### config.mk
export PLATFORM = sky130hd
export DESIGN_NAME = stream_mux_arb
export DESIGN_NICKNAME = d
export VERILOG_FILES = /design/src/rtl/stream_mux_arb_pkg.sv /design/src/rtl/stream_mux_arb_rr_arbiter.sv /design/src/rtl/stream_mux_arb.sv
export SDC_FILE = /design/constraint.sdc
export NUM_CORES = 1
export LEC_CHECK = 0
export ABC_AREA = 0
export CORE_ASPECT_RATIO = 1.2
export CORE_MARGIN = 1
export CORE_UTILIZATION = 34
export DETAILED_ROUTE_END_ITERATION = 10
export GPL_TIMING_DRIVEN = 0
export HOLD_SLACK_MARGIN = 0.1
export MAX_ROUTING_LAYER = met4
export PLACE_DENSITY = 0.84
export REMOVE_ABC_BUFFERS = 1
export SYNTH_ARGS = -nofsm -noshare
export SYNTH_HDL_FRONTEND = slang
export SYNTH_HIERARCHICAL = 1
export SYNTH_SLANG_ARGS = --single-unit
### constraint.sdc
create_clock -name clock -period 2.15 [get_ports clock]
set_clock_uncertainty 0.2 [all_clocks]
set_input_delay 0.3225 -clock clock [delete_from_list [all_inputs] [get_ports clock]]
set_output_delay 0.3225 -clock clock [all_outputs]
set_load 0.05 [all_outputs]
### src/rtl/stream_mux_arb_pkg.sv
`default_nettype none
// ============================================================================
//  Module : stream_mux_arb_pkg
//  Brief  : Shared constants and helpers for the stream_mux_arb slice.
//           Mode encodings for the multiplexer and a clog2 helper that never
//           returns less than one, so that select buses are at least 1 bit.
//  Rev    : 1.0  initial release
// ============================================================================
package stream_mux_arb_pkg;

  localparam int MUX_MODE_FIXED = 0;  // channel chosen by the control input
  localparam int MUX_MODE_RR    = 1;  // channel chosen by round-robin search

  // Width of an index able to address n items; a 1-bit bus is the minimum.
  function automatic int clog2_min1(input int n);
    return (n <= 2) ? 1 : $clog2(n);
  endfunction

endpackage
`default_nettype wire

### src/rtl/stream_mux_arb_rr_arbiter.sv
`default_nettype none
// ============================================================================
//  Module : rr_arbiter
//  Brief  : Purely combinational rotate-priority search. Starting at index
//           ptr and wrapping modulo CHANNELS, grants the first requester.
//  Ports  : req          in   CHANNELS  request vector
//           ptr          in   SELW      highest-priority index this cycle
//           grant_onehot out  CHANNELS  one-hot grant (all zero if no request)
//           grant_idx    out  SELW      binary index of the grant
//           any          out  1         at least one request present
//  Rev    : 1.0  initial release
// ============================================================================
module rr_arbiter
  import stream_mux_arb_pkg::*;
#(
  parameter  int CHANNELS = 4,
  localparam int SELW     = clog2_min1(CHANNELS)
) (
  input  logic [CHANNELS-1:0] req,
  input  logic [SELW-1:0]     ptr,
  output logic [CHANNELS-1:0] grant_onehot,
  output logic [SELW-1:0]     grant_idx,
  output logic                any
);

  always_comb begin
    int idx;
    idx          = 0;
    grant_onehot = '0;
    grant_idx    = '0;
    any          = 1'b0;
    for (int k = 0; k < CHANNELS; k++) begin
      // ptr is always < CHANNELS, so a single conditional subtract wraps it
      idx = int'(ptr) + k;
      if (idx >= CHANNELS) idx = idx - CHANNELS;
      if (!any && req[idx]) begin
        any               = 1'b1;
        grant_idx         = SELW'(idx);
        grant_onehot[idx] = 1'b1;
      end
    end
  end

endmodule
`default_nettype wire

### src/rtl/stream_mux_arb.sv
`default_nettype none
// ============================================================================
//  Module : stream_mux_arb
//  Brief  : Registered CHANNELS-to-1 stream multiplexer with valid/ready
//           handshake. One channel is selected per cycle, either by the
//           control input (MODE=0) or by round-robin arbitration (MODE=1),
//           and its beat is captured in a one-entry output register.
//  Ports  : clock      in   1           rising-edge clock
//           reset      in   1           asynchronous active-high reset
//           in_data    in   CHANNELS*N  channel i at bits [i*N +: N]
//           in_valid   in   CHANNELS    per-channel valid
//           in_ready   out  CHANNELS    per-channel ready, at most one high
//           control    in   SELW        channel select (MODE=0 only)
//           out_data   out  N           registered selected data
//           out_valid  out  1           out_data holds an unconsumed beat
//           out_ready  in   1           consumer accept
//           out_grant  out  SELW        channel that supplied out_data
//  Rev    : 1.0  initial release
// ============================================================================
module stream_mux_arb
  import stream_mux_arb_pkg::*;
#(
  parameter  int N        = 8,
  parameter  int CHANNELS = 4,
  parameter  int MODE     = MUX_MODE_FIXED,
  localparam int SELW     = clog2_min1(CHANNELS)
) (
  input  logic                  clock,
  input  logic                  reset,
  input  logic [CHANNELS*N-1:0] in_data,
  input  logic [CHANNELS-1:0]   in_valid,
  output logic [CHANNELS-1:0]   in_ready,
  input  logic [SELW-1:0]       control,
  output logic [N-1:0]          out_data,
  output logic                  out_valid,
  input  logic                  out_ready,
  output logic [SELW-1:0]       out_grant
);

  logic [CHANNELS-1:0] w_onehot;   // selected channel, one-hot
  logic [SELW-1:0]     w_sel;      // selected channel, binary
  logic                w_has_sel;  // a channel is selected this cycle
  logic                w_can_load;
  logic                w_xfer;
  logic [N-1:0]        w_sel_data;

  logic                r_out_valid;
  logic [N-1:0]        r_out_data;
  logic [SELW-1:0]     r_out_grant;

  generate
    if (MODE == MUX_MODE_RR) begin : g_rr
      logic [SELW-1:0] r_rr_ptr;

      rr_arbiter #(
        .CHANNELS (CHANNELS)
      ) u_arb (
        .req          (in_valid),
        .ptr          (r_rr_ptr),
        .grant_onehot (w_onehot),
        .grant_idx    (w_sel),
        .any          (w_has_sel)
      );

      // Priority moves to the channel after the one just served; it holds
      // when nothing transfers so an idle or stalled cycle costs no fairness.
      always_ff @(posedge clock or posedge reset) begin
        if (reset) begin
          r_rr_ptr <= '0;
        end else if (w_xfer) begin
          r_rr_ptr <= (w_sel == SELW'(CHANNELS - 1)) ? '0 : w_sel + 1'b1;
        end
      end
    end else begin : g_fixed
      assign w_sel = control;
      // An out-of-range control value matches no channel, so nothing is
      // selected and no ready is raised.
      for (genvar i = 0; i < CHANNELS; i++) begin : g_dec
        assign w_onehot[i] = (control == SELW'(i));
      end
      assign w_has_sel = |w_onehot;
    end
  endgenerate

  assign w_can_load = !r_out_valid || out_ready;
  assign in_ready   = (w_can_load && w_has_sel && !reset) ? w_onehot : '0;
  assign w_xfer     = |(in_valid & in_ready);

  // AND-OR mux driven by the one-hot select: never indexes past the bus.
  always_comb begin
    w_sel_data = '0;
    for (int i = 0; i < CHANNELS; i++) begin
      if (w_onehot[i]) w_sel_data = w_sel_data | in_data[i*N +: N];
    end
  end

  always_ff @(posedge clock or posedge reset) begin
    if (reset) begin
      r_out_valid <= 1'b0;
      r_out_data  <= '0;
      r_out_grant <= '0;
    end else if (w_xfer) begin
      r_out_valid <= 1'b1;
      r_out_data  <= w_sel_data;
      r_out_grant <= w_sel;
    end else if (out_ready) begin
      // drain without refill: data and grant keep their last values
      r_out_valid <= 1'b0;
    end
  end

  assign out_valid = r_out_valid;
  assign out_data  = r_out_data;
  assign out_grant = r_out_grant;

endmodule
`default_nettype wire
==> impl_metrics.toml <==
[status]
outcome = "complete, no violations"

[layout]
layout_common_cells = "clkdlybuf4s50_1, dfrtp_1, mux2_4, mux4_2, nor2_1"
final_common_cell = "clkdlybuf4s50_1"
layout-drive-gt1-share_pct = 27.4
area_growth_pct = 79.3
n_antenna_cell = 0
fin_nets = 155
fin_area_mm2 = 0.00138

[logic_synthesis]
avgSynthCellArea_um2 = 13.7
muxShareOfSynthArea_pct = 45.5
synth_compound_area_share_pct = 5.20
yosys.area_share.xor_xnor_pct = 0
synth_top_family_by_area = "multiplexers"
syn-cell-area_um2 = 769
synth-simple-area-share_pct = 8.29
syn_inst = 56
synth.distinct_cells = 22
ys_seq_area_share_pct = 35.8
yosysWarnings = 6
yosys.area_share.adder_pct = 0
synth-seq-cells = 11

[drt]
drcViolationCount = 0
dr.pass1.iters = 4
drt-total-wl_um = 2000
post_drt_wl_per_cell_um = 14.0
ant_nets = 0
drt_iter0_drc = 6
vias = 713
avgViaCountPerCell = 4.99

[sta]
max_freq_ghz = 0.479
setup_viol_count_final = 0
slew_headroom_pct = 65.7
tightest_slew_ps = 513
period_share_pct = 97.1
fin_crit_ps = 2090
hold_viol = 0
hold-worst-slack_ps = 298
rsz0062_at_grt = "yes"
slew_violations = 0

[cts]
cts_buffers = 3
cts_tree = "done"
clockBufferDepth = 2
clock-root-buffer = "clkbuf_4"
htree_levels = 1
cts.reportedPaths.clkPinSlew_ps = 70
cts.sinks = 11
clk_latency_ps = 260

[power]
vdd_ir_drop_max_v = 0.000384
clkPwrFrac_pct = 14.2
comb_power_share_pct = 56.2
pwr_density_cell_mw_per_mm2 = 714
leakage_nw = 0.566
p_int_mw = 0.590
power_switching_mw = 0.395
swShare_pct = 40.1
p_seq_share_pct = 29.6

[setup_path]
critPathMaxFanout = 4
crit_slowest_cell = "clkdlybuf4s50_1"
max_stage_delay_ps = 470
crit_chain = "clkdlybuf4s50_1 > and2b_2 > nor2_4 > nand2_1 > nor2_1 > buf_4"
cp-start-kind = "input pin"
crit_buf_inv = 2
endpoint_kind = "output port"
reg2reg_slack_ps = 340
arrival_ps = 1560
cp_top_family = "buffers and inverters"
path_class = "in2out"
required_ps = 1630

[grt]
use_met1_pct = 20.5
gr-total-overflow = 0
grt_use_total_pct = 18.1
antenna_found_initial = 0
grt_max_degree = 19
use_met3_pct = 3.36
grt_pass1_wl_um = 3110
met2_usage_pct = 32.4
grt_pass1_vias = 725
grt-busiest-layer = "met2"

[place]
dp_hpwl_um = 1610
place_congestion = 0.688
port_buffers = 55
dpl-instance-area_mm2 = 0.00133

[die]
rows = 18
fp.dieH_um = 54.1
initial_utilization_pct = 36.7
die-area_mm2 = 0.00246
core_mm2 = 0.00209
ios = 56
die_w_um = 45.4

[worst_hold_path]
hold_path.class = "in2reg"

[job]
maxCapViolCount = 0
-- synth_stat cells --
| cell type | count | area share, % |
|---|---|---|
| dfrtp_1 | 11 | 36 |
| mux2_4 | 9 | 18 |
| mux4_2 | 7 | 20 |
| nor2_1 | 5 | 2.4 |
| a21oi_1 | 2 | 1.3 |
| inv_1 | 2 | 0.98 |
| mux2i_1 | 2 | 2.6 |
| nand2_1 | 2 | 0.98 |
| nor3_1 | 2 | 1.3 |
| o21ai_0 | 2 | 1.3 |
| a31o_1 | 1 | 1.1 |
| a31oi_1 | 1 | 0.81 |
| and2b_2 | 1 | 1.1 |
| buf_2 | 1 | 0.65 |
| buf_4 | 1 | 0.98 |
| buf_6 | 1 | 1.5 |
| dlygate4sd1_1 | 1 | 1.1 |
| mux2_1 | 1 | 1.5 |
| mux4_1 | 1 | 3.4 |
| nand2b_1 | 1 | 0.81 |
| nor4_2 | 1 | 1.6 |
| o21ai_1 | 1 | 0.65 |
-- per-layer routing --
layer,share of wire [%],vias up
li1,-,329
met1,39,351
met2,55,31
met3,5.6,2
met4,0.30,0
met5,0,-
-- stage by stage --
step	cells	util, %	setup TNS, ps	setup slack [ps]	power (mW)
final	143	65.9	0	62.9	0.985
after detailed placement	137	63.3	-9390	-880	0.847
after floorplan	52	-	-722	-230	0.627
after CTS	142	65.2	0	21.5	0.994
after global placement	137	63.3	-9170	-862	0.838
after global routing	143	65.9	-4.77	-4.77	1.03
-- registers in the layout, indices dropped and copies added (netlist names) --
register,count
out_data,8
out_grant,2
out_valid,1
-- what timing repair did --
action / CTS / global route
hold buffers: 0 / 1
buffers inserted: 1 / 0
cloned: 0 / 0
resized for setup: 28 / 6
setup endpoints to repair: 12 / 9
hold endpoints to repair: 0 / 11
-- power by group through the flow --
stage | combinational (mW) | sequential [mW] | clock, mW
final | 0.554 | 0.292 | 0.140
after global routing | 0.577 | 0.296 | 0.155
after global placement | 0.547 | 0.291 | 0
after floorplan | 0.142 | 0.484 | 0
after detailed placement | 0.553 | 0.294 | 0
after CTS | 0.556 | 0.292 | 0.146
-- cells by family (layout without fill, tap and decap cells) --
group / count (synthesis) / after routing
and+or+nand+nor: 12 / 12
DFF: 11 / 11
AOI/OAI and AO/OA: 7 / 7
muxes: 20 / 20
buffers and inverters: 6 / 63
-- final cells by class --
cell class | count | area (um2)
Timing Repair Buffer | 57 | 568
Tap cell | 30 | 37.5
Clock buffer | 4 | 26.3
Multi-Input combinational cell | 39 | 462
Inverter | 2 | 11.3
Sequential cell | 11 | 275
Fill cell | 193 | 714
-- final timing paths --
kind / start / end / depth (start not counted)
setup reg to reg: out_valid / out_data[0] / 4
hold / removal: reset / out_valid / 2
hold reg to reg: out_data[5] / out_data[5] / 1
setup / recovery: out_ready / in_ready[3] / 6
min in group asynchronous: reset / out_valid / 4
max in group asynchronous: reset / out_data[0] / 4
-- worst register-to-register path: stages (launching register included) --
cell     delay [ps]
dfrtp_1         400
and2b_2         230
nor4_2          180
a31o_2          350
mux2_4          330
Note: power is estimated with default switching activity, not from simulation.
